$ cat config.mk
export PLATFORM = sky130hd
export DESIGN_NAME = rx_majority_sampler
export DESIGN_NICKNAME = d
export VERILOG_FILES = /design/src/rtl/rx_majority_sampler.sv
export SDC_FILE = /design/constraint.sdc
export NUM_CORES = 1
export LEC_CHECK = 0
export ABC_AREA = 1
export CAP_MARGIN = 20
export CORE_MARGIN = 2
export CORE_UTILIZATION = 51
export DETAILED_ROUTE_END_ITERATION = 6
export GPL_TIMING_DRIVEN = 0
export PLACE_DENSITY = 0.79
export SLEW_MARGIN = 40
export SYNTH_ARGS = -nofsm -noshare
export SYNTH_HDL_FRONTEND = slang
export SYNTH_SLANG_ARGS = --single-unit
$ cat constraint.sdc
create_clock -name CLK -period 2 [get_ports CLK]
set_input_delay 0.6 -clock CLK [delete_from_list [all_inputs] [get_ports CLK]]
set_output_delay 0.6 -clock CLK [all_outputs]
set_load 0.01 [all_outputs]
$ cat src/rtl/rx_majority_sampler.sv
// Majority-vote bit sampler for an oversampled UART receive path.
// Optional macro SAMPLER_NOISE_DET_EN enables the noise_err (non-unanimous vote) detector.
module rx_majority_sampler #(
    parameter int unsigned PRESCALE_W = 6,
    parameter int unsigned NSAMP      = 3
) (
    input  logic                  CLK,
    input  logic                  RST,
    input  logic                  RX_in,
    input  logic                  dat_samp_en,
    input  logic [PRESCALE_W-1:0] prescale,
    input  logic [PRESCALE_W-1:0] edge_cnt,
    output logic                  sampled_bit,
    output logic                  sampled_valid,
    output logic                  noise_err,
    output logic                  cfg_err
);

    localparam int unsigned CW = PRESCALE_W + 4;
    localparam int unsigned KW = $clog2(NSAMP + 1);

    typedef enum logic {
        S_IDLE,
        S_COLLECT
    } state_t;

    state_t             state_q, state_d;
    logic [1:0]         sync_q;
    logic               rx_s;
    logic [NSAMP-1:0]   votes_q, votes_d;
    logic               bit_d;
    logic               valid_d;

    logic [CW-1:0]      ps_ext;
    logic [CW-1:0]      ec_ext;
    logic [CW-1:0]      center;
    logic [KW-1:0]      n_eff;
    logic [KW-1:0]      ones;
    logic               samp_ok;
    logic               at_start;
    logic               at_decide;

    // Two-flop synchronizer; idles high like the line
    always_ff @(posedge CLK or negedge RST) begin
        if (!RST) begin
            sync_q <= 2'b11;
        end else begin
            sync_q <= {sync_q[0], RX_in};
        end
    end

    assign rx_s = sync_q[1];

    // Window geometry: fall back to a single vote when NSAMP does not fit before the bit end
    always_comb begin
        ps_ext  = CW'(prescale);
        ec_ext  = CW'(edge_cnt);
        center  = ps_ext >> 1;
        n_eff   = ((center + CW'(NSAMP) + CW'(1)) <= ps_ext) ? KW'(NSAMP) : KW'(1);
        cfg_err = (ps_ext < CW'(4));
        samp_ok = dat_samp_en && !cfg_err;
    end

    always_comb begin
        ones = '0;
        for (int unsigned k = 0; k < NSAMP; k++) begin
            if ((KW'(k) < n_eff) && votes_q[k]) begin
                ones = ones + KW'(1);
            end
        end
    end

    assign at_start  = samp_ok && (ec_ext == center);
    assign at_decide = samp_ok && (state_q == S_COLLECT) && (ec_ext == center + CW'(n_eff));

    always_ff @(posedge CLK or negedge RST) begin
        if (!RST) begin
            state_q       <= S_IDLE;
            votes_q       <= '1;
            sampled_bit   <= 1'b1;
            sampled_valid <= 1'b0;
        end else begin
            state_q       <= state_d;
            votes_q       <= votes_d;
            sampled_bit   <= bit_d;
            sampled_valid <= valid_d;
        end
    end

    // A decision needs a window that started at the center after reset/enable
    always_comb begin
        state_d = state_q;
        votes_d = votes_q;
        bit_d   = sampled_bit;
        valid_d = 1'b0;
        if (!dat_samp_en) begin
            state_d = S_IDLE;
            votes_d = '1;
        end else if (cfg_err) begin
            state_d = S_IDLE;
        end else begin
            if (at_start) begin
                state_d = S_COLLECT;
            end
            for (int unsigned k = 0; k < NSAMP; k++) begin
                if ((KW'(k) < n_eff) && (ec_ext == center + CW'(k))) begin
                    votes_d[k] = rx_s;
                end
            end
            if (at_decide) begin
                state_d = S_IDLE;
                bit_d   = (ones > (n_eff >> 1));
                valid_d = 1'b1;
            end
        end
    end

`ifdef SAMPLER_NOISE_DET_EN
    logic noise_d;

    always_comb begin
        noise_d = 1'b0;
        if (at_decide) begin
            noise_d = (ones != '0) && (ones != n_eff);
        end
    end

    always_ff @(posedge CLK or negedge RST) begin
        if (!RST) begin
            noise_err <= 1'b0;
        end else begin
            noise_err <= noise_d;
        end
    end
`else
    assign noise_err = 1'b0;
`endif

endmodule

## Word level (Yosys, flattened, before mapping)

Index checks and enable logic that the tools add are counted.

| storage, ports and cells | value |
|---|---|
| flip-flop bits (word level) | 8 |
| output and inout port bits | 4 |
| input bits | 16 |
| word-level logic and storage cells | 61 |

| cells by class | value |
|---|---|
| $lt $le $gt $ge | 6 |
| bitwise logic cells | 1 |
| multiplexer cells | 16 |
| equality and inequality tests | 9 |
| $add $sub $neg | 7 |
| reductions and logical operators | 15 |

Operators by type and width:

| kind | number |
|---|---|
| $eq A6 B6 Y1 | 3 |
| $add A5 B2 Y6 const B | 2 |
| $mux W1 | 11 |
| $logic_and A1 B1 Y1 | 10 |
| $add A6 B1 Y7 const B | 1 |
| $le A7 B6 Y1 | 1 |
| $add A5 B1 Y6 const B | 1 |
| $add A5 B2 Y6 | 1 |
| $eq A6 B5 Y1 | 1 |
| $lt A6 B3 Y1 const B | 1 |
| $mux W2 | 3 |
| $mux W3 | 2 |
| $ne A2 B1 Y1 const B | 3 |
| $reduce_and A2 Y1 | 3 |
| $lt A1 B2 Y1 const A | 2 |
| $ne A4 B1 Y1 const B | 1 |
| $reduce_and A3 Y1 | 1 |
| $add A1 B1 Y2 const B | 1 |
| $add A2 B1 Y2 const B | 1 |
| $gt A2 B1 Y1 | 1 |
| $lt A2 B2 Y1 const A | 1 |
| $ne A2 B2 Y1 const B | 1 |
| $logic_not A1 Y1 | 1 |
| $not A1 Y1 | 1 |

## Logic depth before layout (Yosys ltp)

Gate-level depths: netlist (run 1).

| logic depth | value |
|---|---|
| depth in word-level cells | 12 |
| depth in mapped cells | 22 |
| depth with buffers taken out | 22 |

## Least setup slack after synthesis (run 1)

Ideal clock, no wire load.

| timing | value |
|---|---|
| path type | input-to-reg |
| from | input prescale[2] |
| to | register sampled_bit |
| library setup time | 0.072 ns |
| setup slack | -0.889 ns |
| data required time | 1.928 ns |
| path buffers | 0 |
| stages on the path | 19 |
| data arrival time | 2.817 ns |
| cells stage by stage | inv_1 > ha_1 > nand2_1 > or2_2 > a21oi_1 > nor2_1 > nand2_2 > nand2_4 > inv_1 > fa_1 > nor2_1 > nor2_1 > nand3_1 > nor2_1 > nand2_1 > clkinv_1 > or2_1 > nand2_1 > inv_1 |

| between the ends | value |
|---|---|
| longest elaborated chain between the ends | 12 |
| elaborated cells between the ends (all ways) | 25 |
| classes of those cells | add/sub: 5; order compare: 6; eq/ne: 1; mux: 4; bitwise: 1; reduce/logical: 8 |

Ends and longest elaborated chain:

| item | line | text |
|---|---|---|
| start, declared | 11 | `input logic [PRESCALE_W-1:0] prescale,` |
| $add A5 B2 Y6 | 59 | `n_eff = ((center + CW'(NSAMP) + CW'(1)) <= ps_ext) ? KW'(NSAMP) : KW'(1);` |
| $add A6 B1 Y7 | 59 |  |
| $le A7 B6 Y1 | 59 |  |
| $mux W2 | 59 |  |
| $lt A1 B2 Y1 | 67 | `if ((KW'(k) < n_eff) && votes_q[k]) begin` |
| $logic_and A1 B1 Y1 | 67 |  |
| $mux W1 | 67 |  |
| $add A1 B1 Y2 | 68 | `ones = ones + KW'(1);` |
| $mux W2 | 67 |  |
| $add A2 B1 Y2 | 68 |  |
| $mux W2 | 67 |  |
| $gt A2 B1 Y1 | 112 | `bit_d = (ones > (n_eff >> 1));` |
| end signal, assigned | 85 | `sampled_bit <= bit_d;` |
| end, declared | 13 | `output logic sampled_bit,` |

Parallel ways exist; a longest one is shown, timed or not.
A chain may end at the register's enable or synchronous reset.

## Final worst setup path (run 1)

Same ends and word-level chain as after synthesis.

==> results.sh, run 1 <==
export IMPL_syn_area_per_cell_um2=7.096
export IMPL_areaGrowthSynthToFinish_pct=37.48
export IMPL_crit_path_max_incr_delay_ns=0.45
export IMPL_synth_top_area_frac=0.1603
export IMPL_whs_ns=0.3557
export IMPL_async_reset_ff_frac=1.000
export IMPL_p_per_area_nw_per_um2=414.7
export IMPL_syn_nets=173
export IMPL_insertion_delay_ns=0.26
export IMPL_yosysTopAreaCell="ha_1"
export IMPL_nFillCells=171
export IMPL_drc=0
export IMPL_ant_nets=0
export IMPL_drive_gt1_frac=0.3081
export IMPL_finalClockSkew_ns=0.01246
export IMPL_setup_viol=4
export IMPL_hpwl_mm=1.754
export IMPL_vdd_ir_drop_max_v=0.0005386
export IMPL_layout_setup_ws_ns=-0.7764
export IMPL_die_y_um=48.61
export IMPL_die_area_um2=2362
export IMPL_synth_cells=143
export IMPL_clock_sinks=8
export IMPL_clockBufferDepth=2
export IMPL_status="finished, violations left"
export IMPL_track_usage=0.2017
export IMPL_h_tree_depth=1
export IMPL_postLayoutCoreUtil=0.7259
export IMPL_wirelength_mm=2.267
export IMPL_syn_area_um2=1015
export IMPL_worst_setup_path_type="in2reg"
export IMPL_cp_max_fo=3
export IMPL_min_period_over_period=1.388
export IMPL_yosysWarnings=0
export IMPL_gp_congestion=0.8532
export IMPL_routed_via_density=4.869
export IMPL_port_buffers=18
export IMPL_cts_root_buf="clkbuf_4"
export IMPL_total_power_uw=578.6
export IMPL_ys_ff_latch=8
export IMPL_synthMostInstantiatedCell="nand2_1"
export IMPL_fin_crit_ns=2.776
export IMPL_max_freq_mhz=360.2
export IMPL_worstSetupEndpointType="flip-flop"
export IMPL_max_cap_viol_count=0
export IMPL_antenna_cells=0
export IMPL_drt_pass1_iter_count=4
export IMPL_fin_setup_tns_ns=-2.155
export IMPL_leakagePower_nw=0.6720
export IMPL_violations="setup timing"
export IMPL_core_area_um2=1922
export IMPL_grt_pass1_wl_mm=3.767
export IMPL_netlist_top_cells_count="nand2_1, inv_1, nor2_1"
export IMPL_crit_arrival_ns=2.96
export IMPL_rsz0062_at_grt="true"
export IMPL_hold_buffers=0
export IMPL_grt_overflow_total=0
export IMPL_drt_initial_drc_count=29
export IMPL_path_cells="buf_12 > clkinvlp_4 > ha_4 > nand2_2 > or2_4 > a21oi_2 > nor2_1 > nand2_2 > nand2_4 > inv_2 > fa_1 > nand2_1 > nand2_1 > nor2_1 > nand3_1 > nor2_1 > nand2_2 > nor2_2 > nand3_2 > nand2_1 > inv_1"
export IMPL_cts_tree="yes"
export IMPL_start_kind="primary input"
export IMPL_grt_pass1_vias=858
export IMPL_synth_area_leaders="ha_1, dfstp_2, nand2_1, xor2_1, inv_1"
export IMPL_dp_slack_ns=-2.029
export IMPL_synthFlopType="dfstp_2"
export IMPL_antenna_found_initial=0
export IMPL_synth_cell_types=28
export IMPL_crit_slowest_cell="fa_1"
export IMPL_synth_seq_area_share=0.2047
export IMPL_hold_viol=0
export IMPL_ioPinCount=20
export IMPL_die_w_um=48.61
export IMPL_nNetsFinal=204
export IMPL_grt_max_degree=9
export IMPL_cts_buffers=3
export IMPL_start_util=0.5280
export IMPL_hold_path_class="reg2reg"
export IMPL_path_clk_slew_ns=0.05
export IMPL_maxSlewViolCount=0
export IMPL_rows=16
export IMPL_drt_wirelength_per_cell_um=11.39
export IMPL_vias=969
export IMPL_synth_edff_count=0
export IMPL_cp_required_ns=2.18
==> cells by family (layout without fill, tap and decap cells) <==
family	count (synthesis)	after routing	share of synthesized area
adder cells (fa/ha/maj)	14	14	0.1800
AO/OA/AOI/OAI	12	12	0.06659
XOR/XNOR	14	14	0.1282
buffers and inverters	22	51	0.08508
other	1	1	0.003696
flip-flops	8	8	0.2047
AND/OR/NAND/NOR	72	72	0.3317
==> path summary, 6_finish.rpt <==
check	startpoint	end	slack (ns)	depth (start not counted)
worst min-delay path	sync_q[0]	sync_q[1]	0.36	0
min in group asynchronous	RST	sampled_valid	0.60	1
max in group asynchronous	RST	sync_q[0]	1.09	1
worst max-delay path	prescale[2]	sampled_bit	-0.78	21
worst max register to register	votes_q[1]	sampled_bit	0.28	9
worst min register to register	sync_q[0]	sync_q[1]	0.36	0
==> through the flow <==
stage	area, µm²	std cells
global placement	1267	188
finish	1395	199
CTS	1331	195
detailed placement	1267	188
floorplan	1054	143
global route	1395	199
==> metal layers <==
metal	share of wire	wire length [µm]	GRT usage	vias to the layer above
met5	0	0	0	-
met4	0	0	0	0
met1	0.46	1052	0.2651	451
met2	0.50	1134	0.3470	18
met3	0.036	81	0.06173	0
li1	-	-	-	500
==> where the power goes <==
part           leakage [nW]  switching (mW)  internal [mW]
registers            0.0908         0.00321          0.172
logic                 0.567           0.150          0.129
clock network        0.0138          0.0563         0.0688
==> area by class of cell <==
cell class	count	area, µm²	share of cell area
Tap cell	27	33.78	0.02422
Multi-Input combinational cell	113	793.3	0.5686
Timing Repair Buffer	26	242.7	0.1740
Inverter	21	87.58	0.06278
Clock buffer	3	22.52	0.01614
Sequential cell	8	207.7	0.1489
Buffer	1	7.507	0.005381
==> registers in the layout, summed over array words and instances (netlist names) <==
register,cells
votes_q,3
sync_q,2
sampled_bit,1
sampled_valid,1
state_q,1
==> placed cells by master (no fill, tap or decap), drive strengths merged, types with 2 or more instances in the layout <==
cell type and instances:
ha 13, buf 15, clkdlybuf4s50 11, dfstp 6, inv 20, nand3b 2
o21ai 5, xnor2 2, nand3 10, clkbuf 3, nor2 20, nand2 35
or2 2, dfrtp 2, a21oi 4, xor2 12, nor3b 2
==> what timing repair did <==
item                       in CTS  in global routing
setup endpoints to repair       7                  6
buffers inserted                4                  4
resized for setup              43                  8
pin swaps                      17                  8
==> critical path, delay by kind of cell <==
kind | cells | cell delay [ns]
AOI/OAI and AO/OA | 1 | 0.11
adders and majority gates | 2 | 0.74
buffers and inverters | 4 | 0.27
and+or+nand+nor | 14 | 1.22
No activity file was read; power rests on OpenSTA's default activity.
==> run 2: changes to the inputs <==
Settings changed: REMOVE_ABC_BUFFERS from default to 1.
==> results.sh, run 2 (same netlist as run 1, synthesis figures left out) <==
export IMPL_top_regs="votes_q (3), sync_q (2)"
export IMPL_die_y_um=48.61
export IMPL_hold_path_class="reg2reg"
export IMPL_max_freq_mhz=361.4
export IMPL_vias=983
export IMPL_crit_arrival_ns=2.96
export IMPL_hold_buffers=0
export IMPL_clock_sinks=8
export IMPL_nNetsFinal=203
export IMPL_h_tree_depth=1
export IMPL_die_w_um=48.61
export IMPL_hold_viol=0
export IMPL_clockBufferDepth=2
export IMPL_insertion_delay_ns=0.26
export IMPL_vdd_ir_drop_max_v=0.0003894
export IMPL_core_area_um2=1922
export IMPL_drt_pass1_iter_count=4
export IMPL_rows=16
export IMPL_largest_reg_flops=3
export IMPL_maxSlewViolCount=0
export IMPL_regMostFlops="votes_q"
export IMPL_worst_setup_path_type="in2reg"
export IMPL_drc=0
export IMPL_drt_initial_drc_count=23
export IMPL_areaGrowthSynthToFinish_pct=38.96
export IMPL_wirelength_mm=2.396
export IMPL_min_period_over_period=1.383
export IMPL_start_util=0.5280
export IMPL_gp_congestion=0.8514
export IMPL_status="finished, violations left"
export IMPL_grt_pass1_wl_mm=4.036
export IMPL_finalClockSkew_ns=0.006504
export IMPL_routed_via_density=4.965
export IMPL_p_per_area_nw_per_um2=412.2
export IMPL_ant_nets=0
export IMPL_start_kind="primary input"
export IMPL_hpwl_mm=1.720
export IMPL_final_common_cell="nand2_1"
export IMPL_antenna_cells=0
export IMPL_path_clk_slew_ns=0.05
export IMPL_track_usage=0.2178
export IMPL_die_area_um2=2362
export IMPL_cts_buffers=3
export IMPL_cp_max_fo=4
export IMPL_rsz0062_at_grt="true"
export IMPL_final_cell_mix="nand2_1, nor2_1, inv_1, clkdlybuf4s50_1"
export IMPL_setup_viol=3
export IMPL_drt_wirelength_per_cell_um=12.10
export IMPL_max_cap_viol_count=0
export IMPL_layout_setup_ws_ns=-0.7669
export IMPL_ioPinCount=20
export IMPL_cp_required_ns=2.19
export IMPL_fin_crit_ns=2.767
export IMPL_grt_max_degree=9
export IMPL_whs_ns=0.3553
export IMPL_cts_root_buf="clkbuf_4"
export IMPL_leakagePower_nw=0.6794
export IMPL_total_power_uw=581.3
export IMPL_drive_gt1_frac=0.2924
export IMPL_port_buffers=18
export IMPL_worstSetupEndpointType="flip-flop"
export IMPL_postLayoutCoreUtil=0.7337
export IMPL_violations="setup timing"
export IMPL_grt_pass1_vias=921
export IMPL_antenna_found_initial=0
export IMPL_grt_overflow_total=0
export IMPL_cts_tree="yes"
==> run 2: changes by cell type in the layout (fill, tap and decap cells not counted), moves of 2 or more <==
cell   previous run  this run
buf_6             3         1
inv_4             2         0
inv_6             0         2
inv_2             4         2
==> run 2: metal layers <==
layer  global-route usage  vias up  wire length, µm
li1                     -      498                -
met4              0.02857        0                0
met3              0.05247        0              103
met2               0.3836       19             1226
met5                    0        -                0
met1               0.2757      466             1065
==> run 2: path summary, 6_finish.rpt <==
kind	from	end	slack [ns]	cells past startpoint
max	prescale[3]	sampled_bit	-0.77	20
min	sync_q[0]	sync_q[1]	0.36	0
max reg2reg	votes_q[1]	sampled_bit	0.27	9
min reg2reg	sync_q[0]	sync_q[1]	0.36	0
max in group asynchronous	RST	sampled_bit	1.10	1
min in group asynchronous	RST	sampled_valid	0.60	1
==> run 2: per-stage QoR <==
| stage | TNS (ns) | instance area [µm²] | std cells | setup slack, ns |
|---|---|---|---|---|
| detailed placement | -8.448 | 1221 | 187 | -1.943 |
| finish | -1.901 | 1410 | 198 | -0.7669 |
| global route | -2.392 | 1410 | 198 | -0.9228 |
| CTS | -1.875 | 1380 | 198 | -0.7527 |
| global placement | -8.074 | 1221 | 187 | -1.887 |
| floorplan | -2.351 | 1007 | 142 | -0.8889 |
==> run 2: timing repair <==
| item | in CTS | in global routing |
|---|---|---|
| gates resized for setup | 61 | 6 |
| buffers inserted | 8 | 0 |
| pin swaps | 19 | 10 |
| endpoints found under the setup margin | 7 | 6 |
==> run 2: layout make-up <==
cell class / instances / area [µm²]
multi-input cells: 113 / 790.8
fillers: 157 / 511.7
repair buffers: 26 / 257.7
flip-flops and latches: 8 / 207.7
inverters: 21 / 97.59
well taps: 27 / 33.78
clock buffers: 3 / 22.52
==> run 2: worst max-delay path, cell delays in order <==
cell	delay, ns
buf_12	0.09
inv_6	0.04
ha_4	0.27
nand2_2	0.05
or2_4	0.24
a21oi_4	0.13
nor2_2	0.05
nand2_2	0.08
nand2_4	0.07
inv_2	0.05
fa_1	0.44
nor2_1	0.13
nor2_1	0.05
nand3_1	0.07
nor2_1	0.05
nand2_1	0.12
clkinv_2	0.08
or2_1	0.22
nand2_1	0.08
inv_1	0.04
==> run 2: power breakdown <==
part	internal [mW]	total (mW)	switching [mW]	leakage [nW]
clock network	0.0688	0.126	0.0573	0.0138
registers	0.172	0.175	0.00327	0.0908
logic	0.132	0.280	0.148	0.575
